<file path="src/rtl/arb4_rr_ctrl_if.sv">
// Client-side request/release lines and arbiter-side select/grant status.
// master = client/bench side, slave = arbiter side.
interface arb4_rr_ctrl_if;
  logic [3:0] req;
  logic       done;
  logic [1:0] sel;
  logic [3:0] grant;
  logic       busy;
  logic       timeout;

  modport master (
    output req,
    output done,
    input  sel,
    input  grant,
    input  busy,
    input  timeout
  );

  modport slave (
    input  req,
    input  done,
    output sel,
    output grant,
    output busy,
    output timeout
  );
endinterface

</file>
<file path="src/rtl/arb4_rr_ctrl.sv">
// Four-client round-robin arbiter driving a 2-to-4 decoder select with a one-hot grant.
// Grant one cycle after a request is seen in IDLE; release one cycle after done/withdraw/timeout.
module arb4_rr_ctrl #(
  parameter int unsigned MAX_HOLD = 16
) (
  input  logic          clk,
  input  logic          rst,
  arb4_rr_ctrl_if.slave bus
);

  localparam int CW = (MAX_HOLD < 1) ? 1 : $clog2(MAX_HOLD + 1);
  localparam logic [CW-1:0] HOLD_LIM = CW'(MAX_HOLD);

  typedef enum logic {
    S_IDLE  = 1'b0,
    S_GRANT = 1'b1
  } state_t;

  state_t        r_state;
  logic [1:0]    r_sel;
  logic [1:0]    r_ptr;
  logic [CW-1:0] r_cnt;
  logic          r_timeout;

  state_t        w_state_nxt;
  logic [1:0]    w_sel_nxt;
  logic [1:0]    w_ptr_nxt;
  logic [CW-1:0] w_cnt_nxt;
  logic          w_timeout_nxt;

  logic [1:0]    w_pick;
  logic          w_any_req;
  logic          w_owner_req;
  logic          w_hold_hit;
  logic          w_cnt_room;
  logic          w_busy;

  assign w_any_req   = |bus.req;
  assign w_owner_req = bus.req[r_sel];
  assign w_hold_hit  = (MAX_HOLD != 0) && (r_cnt == HOLD_LIM);
  assign w_cnt_room  = (r_cnt < HOLD_LIM);

  // Scan downward so the closest set bit after the pointer wins; offset 4 wraps to the pointer itself.
  always_comb begin
    w_pick = r_ptr + 2'd1;
    for (int k = 4; k >= 1; k--) begin
      if (bus.req[r_ptr + 2'(k)]) begin
        w_pick = r_ptr + 2'(k);
      end
    end
  end

  always_comb begin
    w_state_nxt   = r_state;
    w_sel_nxt     = r_sel;
    w_ptr_nxt     = r_ptr;
    w_cnt_nxt     = r_cnt;
    w_timeout_nxt = 1'b0;
    case (r_state)
      S_IDLE: begin
        if (w_any_req) begin
          w_state_nxt = S_GRANT;
          w_sel_nxt   = w_pick;
          w_ptr_nxt   = w_pick;
          w_cnt_nxt   = CW'(1);
        end
      end
      S_GRANT: begin
        // Owner release outranks the hold limit, so a coincident done never reports a timeout.
        if (bus.done || !w_owner_req) begin
          w_state_nxt = S_IDLE;
        end else if (w_hold_hit) begin
          w_state_nxt   = S_IDLE;
          w_timeout_nxt = 1'b1;
        end else if (w_cnt_room) begin
          w_cnt_nxt = r_cnt + CW'(1);
        end
      end
      default: begin
        w_state_nxt = S_IDLE;
      end
    endcase
  end

  always_ff @(posedge clk) begin
    if (rst) begin
      r_state   <= S_IDLE;
      r_sel     <= 2'd0;
      r_ptr     <= 2'd3;
      r_cnt     <= '0;
      r_timeout <= 1'b0;
    end else begin
      r_state   <= w_state_nxt;
      r_sel     <= w_sel_nxt;
      r_ptr     <= w_ptr_nxt;
      r_cnt     <= w_cnt_nxt;
      r_timeout <= w_timeout_nxt;
    end
  end

  assign w_busy      = (r_state == S_GRANT);
  assign bus.busy    = w_busy;
  assign bus.sel     = r_sel;
  assign bus.grant   = w_busy ? (4'b0001 << r_sel) : 4'b0000;
  assign bus.timeout = r_timeout;

  a_grant_onehot: assert property (@(posedge clk) disable iff (rst) $onehot0(bus.grant));
  a_grant_busy:   assert property (@(posedge clk) disable iff (rst) (bus.grant != 4'b0000) == bus.busy);

endmodule

</file>
<file path="src/flat_wrapper.sv">
// flat-port wrapper written by rule: the top's interface ports become plain ports
module arb4_rr_ctrl_flat 
#(
  parameter int unsigned MAX_HOLD = 16
)
  (clk, rst, bus_req, bus_done, bus_sel, bus_grant, bus_busy, bus_timeout);
  arb4_rr_ctrl_if bus_i ();
  input  logic clk;
  input  logic rst;
  input wire logic [$bits(bus_i.req)-1:0] bus_req;
  input wire logic [$bits(bus_i.done)-1:0] bus_done;
  output wire logic [$bits(bus_i.sel)-1:0] bus_sel;
  output wire logic [$bits(bus_i.grant)-1:0] bus_grant;
  output wire logic [$bits(bus_i.busy)-1:0] bus_busy;
  output wire logic [$bits(bus_i.timeout)-1:0] bus_timeout;
  assign bus_i.req = bus_req;
  assign bus_i.done = bus_done;
  assign bus_sel = bus_i.sel;
  assign bus_grant = bus_i.grant;
  assign bus_busy = bus_i.busy;
  assign bus_timeout = bus_i.timeout;
  arb4_rr_ctrl #(.MAX_HOLD(MAX_HOLD)) u_core (.clk(clk), .rst(rst), .bus(bus_i));
endmodule
</file>
<file path="config.mk">
export PLATFORM = sky130hd
export DESIGN_NAME = arb4_rr_ctrl_flat
export DESIGN_NICKNAME = d
export VERILOG_FILES = /design/src/rtl/arb4_rr_ctrl_if.sv /design/src/rtl/arb4_rr_ctrl.sv /design/src/flat_wrapper.sv
export SDC_FILE = /design/constraint.sdc
export NUM_CORES = 1
export LEC_CHECK = 0
export ABC_AREA = 1
export CAP_MARGIN = 20
export CORE_ASPECT_RATIO = 1.25
export CORE_MARGIN = 1
export CORE_UTILIZATION = 46
export CTS_BUF_LIST = sky130_fd_sc_hd__clkbuf_8
export DETAILED_ROUTE_END_ITERATION = 10
export PLACE_DENSITY = 0.86
export REMOVE_ABC_BUFFERS = 1
export SLEW_MARGIN = 10
export SYNTH_ARGS = -nofsm -noshare
export SYNTH_HDL_FRONTEND = slang
export SYNTH_SLANG_ARGS = --single-unit
</file>
<file path="constraint.sdc">
create_clock -name clk -period 1.15 [get_ports clk]
set_input_delay 0.23 -clock clk [delete_from_list [all_inputs] [get_ports clk]]
set_output_delay 0.23 -clock clk [all_outputs]
set_load 0.1 [all_outputs]
</file>
==> results of run 1 <==
per-layer routing:
metal	GRT usage (%)	overflow
met1	57.73	0
met2	74.04	1
met3	30.59	0
met4	63.22	0
met5	0	0
through the flow:
stage                     instance area (sq um)  utilization [%]  TNS (ns)  setup slack [ns]  instances
after floorplan                           790.8                -    -16.80            -2.431        121
after CTS                                  1431            89.38    -2.519           -0.2414        191
after global placement                     1221            76.25    -4.455           -0.4388        178
after detailed placement                   1221            76.25    -5.330           -0.5274        178
what timing repair did:
item,in CTS
buffers inserted,9
hold endpoints to repair,0
pin swaps,19
resized for setup,41
setup endpoints to repair,18
logic make-up after synthesis:
family | count (synthesis) | synth area share [%]
simple gates | 77 | 44.88
buf+inv | 16 | 8.384
compound gates | 14 | 13.04
flops | 11 | 27.33
xor+xnor | 3 | 3.261
fa+ha+maj | 2 | 3.105
==> impl_summary.log, run 1 <==
[metrics] result of the run: stopped before the end
[metrics] last stage reached: 5_1_grt
[metrics] error that halted the flow: [ERROR GRT-0232] Routing congestion too high. Check the congestion heatmap in the GUI.
[metrics] maximum clock insertion buffer count: 2
[metrics] largest net degree at the start of global routing: 8
[metrics] final weighted congestion in routability-driven placement: between 0.7 and 0.8
[metrics] most common cell in the netlist: nand2_1
[metrics] category of the worst endpoint: output port
[metrics] number of synthesized flops with an enable pin: 0
[metrics] root buffer selected by CTS: clkbuf_8
[metrics] share of synthesized area occupied by flip-flops and latches: 27.33%
[metrics] depth of the CTS H-tree: 1
[metrics] count of unique library cells instantiated by Yosys: 24
[metrics] Port Buffers: 14
[metrics] top cells by count, synth: nand2_1, nand3_1, inv_1
[metrics] Die W: 39.44 um
[metrics] HPWL after DPL: 1943 um
[metrics] dominant register cell in the synthesized netlist: dfxtp_1
[metrics] number of register bits inferred by synthesis: 11
[metrics] Cell Rows: 16
[metrics] overall fraction of global-route tracks in use: 57.17%
[metrics] number of cells produced by synthesis: approximately 120
[metrics] top cell type by total area after synthesis: dfxtp_1
[metrics] total standard cell area after synthesis: 805.8 sq um
[metrics] async set-or-reset flop fraction in the synthesized netlist: 0%
[metrics] Synth Area per Inst: 6.551 sq um
[metrics] remaining global-route overflow: 1
[metrics] hold buffers post-CTS: 0
[metrics] total clock buffers created by CTS: 3
[metrics] share of the synthesized area in the top cell type: a little over a quarter
[metrics] end pin of the worst setup path after global-route repair: bus_grant[1]
[metrics] number of top-level design ports: 15
[metrics] YS warnings: 0
[metrics] main area contributors after synthesis: dfxtp_1, nand2_1, nand3_1
[metrics] effective utilization at floorplan: 50.31%
[metrics] vertical die dimension: 48.80 um
[metrics] number of sinks driven by the clock tree: 11
==> inputs of run 2 (changes only) <==
--- a/config.mk
+++ b/config.mk
@@ -7,12 +7,10 @@
 export LEC_CHECK = 0
 export ABC_AREA = 1
 export CAP_MARGIN = 20
-export CORE_ASPECT_RATIO = 1.25
-export CORE_MARGIN = 1
-export CORE_UTILIZATION = 46
-export CTS_BUF_LIST = sky130_fd_sc_hd__clkbuf_8
+export CORE_AREA = 2 2 63 65
 export DETAILED_ROUTE_END_ITERATION = 10
-export PLACE_DENSITY = 0.86
+export DIE_AREA = 0 0 65 67
+export PLACE_DENSITY_LB_ADDON = 0.15
 export REMOVE_ABC_BUFFERS = 1
 export SLEW_MARGIN = 10
 export SYNTH_ARGS = -nofsm -noshare
==> constraint.sdc (replaced) <==
create_clock -name clk -period 1.5 [get_ports clk]
set_input_delay 0.3 -clock clk [delete_from_list [all_inputs] [get_ports clk]]
set_output_delay 0.3 -clock clk [all_outputs]
set_load 0.1 [all_outputs]
==> run 2 against run 1 <==
Compared with the run above:
- the flow now finishes without violations
- synthesized cell count unchanged
- synthesized area unchanged
==> impl_summary.log, run 2 <==
[metrics] result of the run: complete, no violations
[metrics] number of maximum-capacitance violations: 0
[metrics] cell class contributing the biggest share of worst-path delay: flip-flops
[metrics] kind of critical path: register to output port
[metrics] number of vias in the routed layout: 889
[metrics] transition at the pin with the smallest max-transition slack: 0.2449 ns
[metrics] post-route clock period utilization: between 90% and 100%
[metrics] number of top-level design ports: 15 (unchanged)
[metrics] signed area change from the synthesized netlist to the final layout: 58.54%
[metrics] peak ir drop on the vdd network: 345.5 uV
[metrics] wire length of the first global-routing pass: 3588 um
[metrics] Fin. Hold Viols: 0
[metrics] total clock buffers created by CTS: 3 (unchanged)
[metrics] highest clock frequency the design can meet: roughly 690 MHz
[metrics] combinational cell fraction of total power: 61.9%
[metrics] clock power share: 16.3%
[metrics] YS warnings: 0 (unchanged)
[metrics] hold buffers post-CTS: 0 (unchanged)
[metrics] die area: 0.004355 sq mm
[metrics] element type at the critical path end: output port
[metrics] number of sinks driven by the clock tree: 11 (unchanged)
[metrics] share of post-route cells with drive strength above 1: 29.87%
[metrics] sum of buffers and inverters on the critical path: 2
[metrics] share of the synthesized area in the top cell type: 27.33% (unchanged)
[metrics] number of design rule violations left after detail routing: 0
[metrics] unrepaired setup endpoints after global routing: no
[metrics] # placed instances: 198 (+11%)
[metrics] vertical die dimension: 67 um (+37%)
[metrics] top cell type by total area after synthesis: dfxtp_1
[metrics] number of cells traversed by the worst register-to-register path: 11
[metrics] via count of the first global-routing pass: 831
[metrics] count of cells along the worst hold path: 2
[metrics] number of detailed-route iterations in the first pass: 4
[metrics] internal power of the cells: 964.7 uW
[metrics] data required time of the worst path: ~1.2 ns
[metrics] total standard cell area after synthesis: 805.8 sq um (unchanged)
[metrics] Cell Rows: 22 (+6)
[metrics] final hold slack: 0.4832 ns
[metrics] endpoints failing setup: 0
[metrics] minimum setup slack among reg-to-reg paths: 0.19 ns
[metrics] Sequential Power Share: 21.9%
[metrics] maximum fanout count along the critical path: 5
[metrics] headroom to the max-slew limit: 83.65%
[metrics] Total Routed Length: 2070 um
[metrics] main area contributors after synthesis: dfxtp_1, nand2_1, nand3_1
[metrics] clk_lat worst skew: 0.23 ns
[metrics] clock tree from TritonCTS: yes
[metrics] Worst Setup SP: u_core.bus.sel[1]
[metrics] Crit Reg-Reg Startpoint: u_core.r_ptr[1]
[metrics] Worst EP arrival: 1.15 ns
[metrics] number of antenna violations at the first check in global routing: 0
[metrics] clock-pin slew on the worst setup and hold paths: 0.05 ns
[metrics] top cells by count, synth: nand2_1, nand3_1, inv_1
[metrics] overall fraction of global-route tracks in use: 10.74%
[metrics] switching power summed over all nets: 828.9 uW
[metrics] Biggest register: u_core.r_cnt
[metrics] Fill cells: ~370
[metrics] Final Critical Period: 1.454 ns
[metrics] number of synthesized flops with an enable pin: 0 (unchanged)
[metrics] number of standard cells in the final layout excluding fillers: 202
[metrics] number of register bits inferred by synthesis: 11 (unchanged)
[metrics] remaining global-route overflow: 0
[metrics] number of cells produced by synthesis: 123 (unchanged)
[metrics] most common cell in the netlist: nand2_1
[metrics] sequence of cells on the critical path: buf_4 -> nor3_4 -> buf_12
[metrics] last element of the critical path: bus_grant[1]
[metrics] count of unique library cells instantiated by Yosys: 24 (unchanged)
[metrics] Std-Cell Core Area: 0.003606 sq mm
[metrics] number of antenna-violating nets in the routed design: 0
[metrics] Die W: 65 um (+65%)
[metrics] depth of the CTS H-tree: 1 (unchanged)
[metrics] Ant. Diodes: 0
[metrics] clock skew: roughly 0.0021 ns
[metrics] commonest non-fill, non-tap cells in the layout: nand2_1, nand3_1, buf_4
[metrics] Critical Path Source Type: register
[metrics] cell at the slowest stage of the critical path: dfxtp_4
[metrics] Final Slew Violations: 0
[metrics] endpoint of the worst register-to-register path: u_core.bus.sel[0]
[metrics] Hold WC Path Type: register to register
[metrics] net switching share of the total power: 46.22%
[metrics] dominant register cell in the synthesized netlist: dfxtp_1
[metrics] async set-or-reset flop fraction in the synthesized netlist: 0% (unchanged)
[metrics] PD cells: 1404 mW/mm^2
[metrics] largest stage delay on the critical path: ~0.36 ns
[metrics] maximum clock insertion buffer count: 2 (unchanged)
[metrics] effective utilization at floorplan: 22.35% (-28 points)
[metrics] root buffer selected by CTS: clkbuf_8
[metrics] leading cell type in the layout, fill and taps excluded: nand2_1
[metrics] largest net degree at the start of global routing: 10
[metrics] number of DRC markers after the initial detailed-route iteration: 52
[metrics] routed wire length per instance: 10.25 um
[metrics] HPWL after DPL: 1707 um (-12%)
[metrics] Port Buffers: 14 (unchanged)
[metrics] net total in the final layout: 164
[metrics] share of synthesized area occupied by flip-flops and latches: 27.33% (unchanged)
[metrics] final weighted congestion in routability-driven placement: 0.8499 (+12%)
[metrics] average vias per placed instance: approximately 4.4
[metrics] number of flip-flops in the largest register: 5
[metrics] Synth Area per Inst: 6.551 sq um (unchanged)
[metrics] critical path depth in cells: 3
[metrics] Static Leak: 0.0005896 uW
## run 2: cell counts after synthesis
No cell type changed its count.
## run 2: cell families (layout without fill, tap and decap cells)
logic type	count (synthesis)	in the layout	synth area share, %
AO/OA/AOI/OAI	14	14	13.04
XOR/XNOR	3	3	3.261
adder cells (fa/ha/maj)	2	2	3.105
buffers and inverters	16	47	8.384
flip-flops	11	11	27.33
AND/OR/NAND/NOR	77	77	44.88
## run 2: through the flow
stage	setup TNS, ns	instance area, sq um	setup WS, ns	total power, uW	util [%]
2_1_floorplan	-11.57	790.8	-2.151	1040	-
3_3_place_gp	-1.617	1184	-0.2471	1460	32.82
3_5_place_dp	-1.702	1184	-0.2398	1468	32.82
4_1_cts	-0.04323	1245	-0.02550	1790	34.52
5_1_grt	0	1277	0.001914	1933	35.43
6_report	0	1277	0.04599	1794	35.43
## run 2: power groups by stage
stage | combinational (uW) | sequential [uW] | clock, uW
global route | 1210 | 402 | 323
CTS | 1100 | 384 | 308
global placement | 1070 | 388 | 0
floorplan | 487 | 552 | 0
detailed placement | 1080 | 390 | 0
finish | 1110 | 392 | 292
## run 2: worst min-delay path, delay by kind of cell, from the launching register on
family           cells  cell delay (ns)
DFF                  1             0.34
and+or+nand+nor      2             0.10
## run 2: how the worst min path moves through the flow
stage                           start           endpoint  slack [ns]
finish              u_core.bus.sel[0]  u_core.bus.sel[0]        0.48
detailed placement  u_core.bus.sel[0]  u_core.bus.sel[0]        0.51
CTS                 u_core.bus.sel[0]  u_core.bus.sel[0]        0.51
global placement    u_core.bus.sel[0]  u_core.bus.sel[0]        0.51
global route        u_core.bus.sel[0]  u_core.bus.sel[0]        0.52
floorplan                         rst    u_core.r_cnt[2]        0.36
## run 2: repair_timing
item | in CTS | in global routing
buffers inserted | 0 | 0
setup endpoints to repair | 3 | 11
gates resized for setup | 3 | 12
gates cloned | 0 | 0
## run 2: layout make-up
type	instances	area, sq um	area share, %
flip-flops and latches	11	225.2	17.63
inverters	14	52.55	4.114
clock buffers	4	45.04	3.526
repair buffers	29	342.8	26.84
multi-input cells	96	551.8	43.19
well taps	48	60.06	4.701
## run 2: per-layer routing
layer	vias up	track usage (%)	share of wire (%)	wire [um]
li1	467	-	-	-
met1	404	13.07	47	981
met2	16	17.65	47	977
met3	2	2.872	4.6	96
met4	0	4.787	0.68	14
met5	-	0	0	0
No activity file was read; power rests on OpenSTA's default activity.
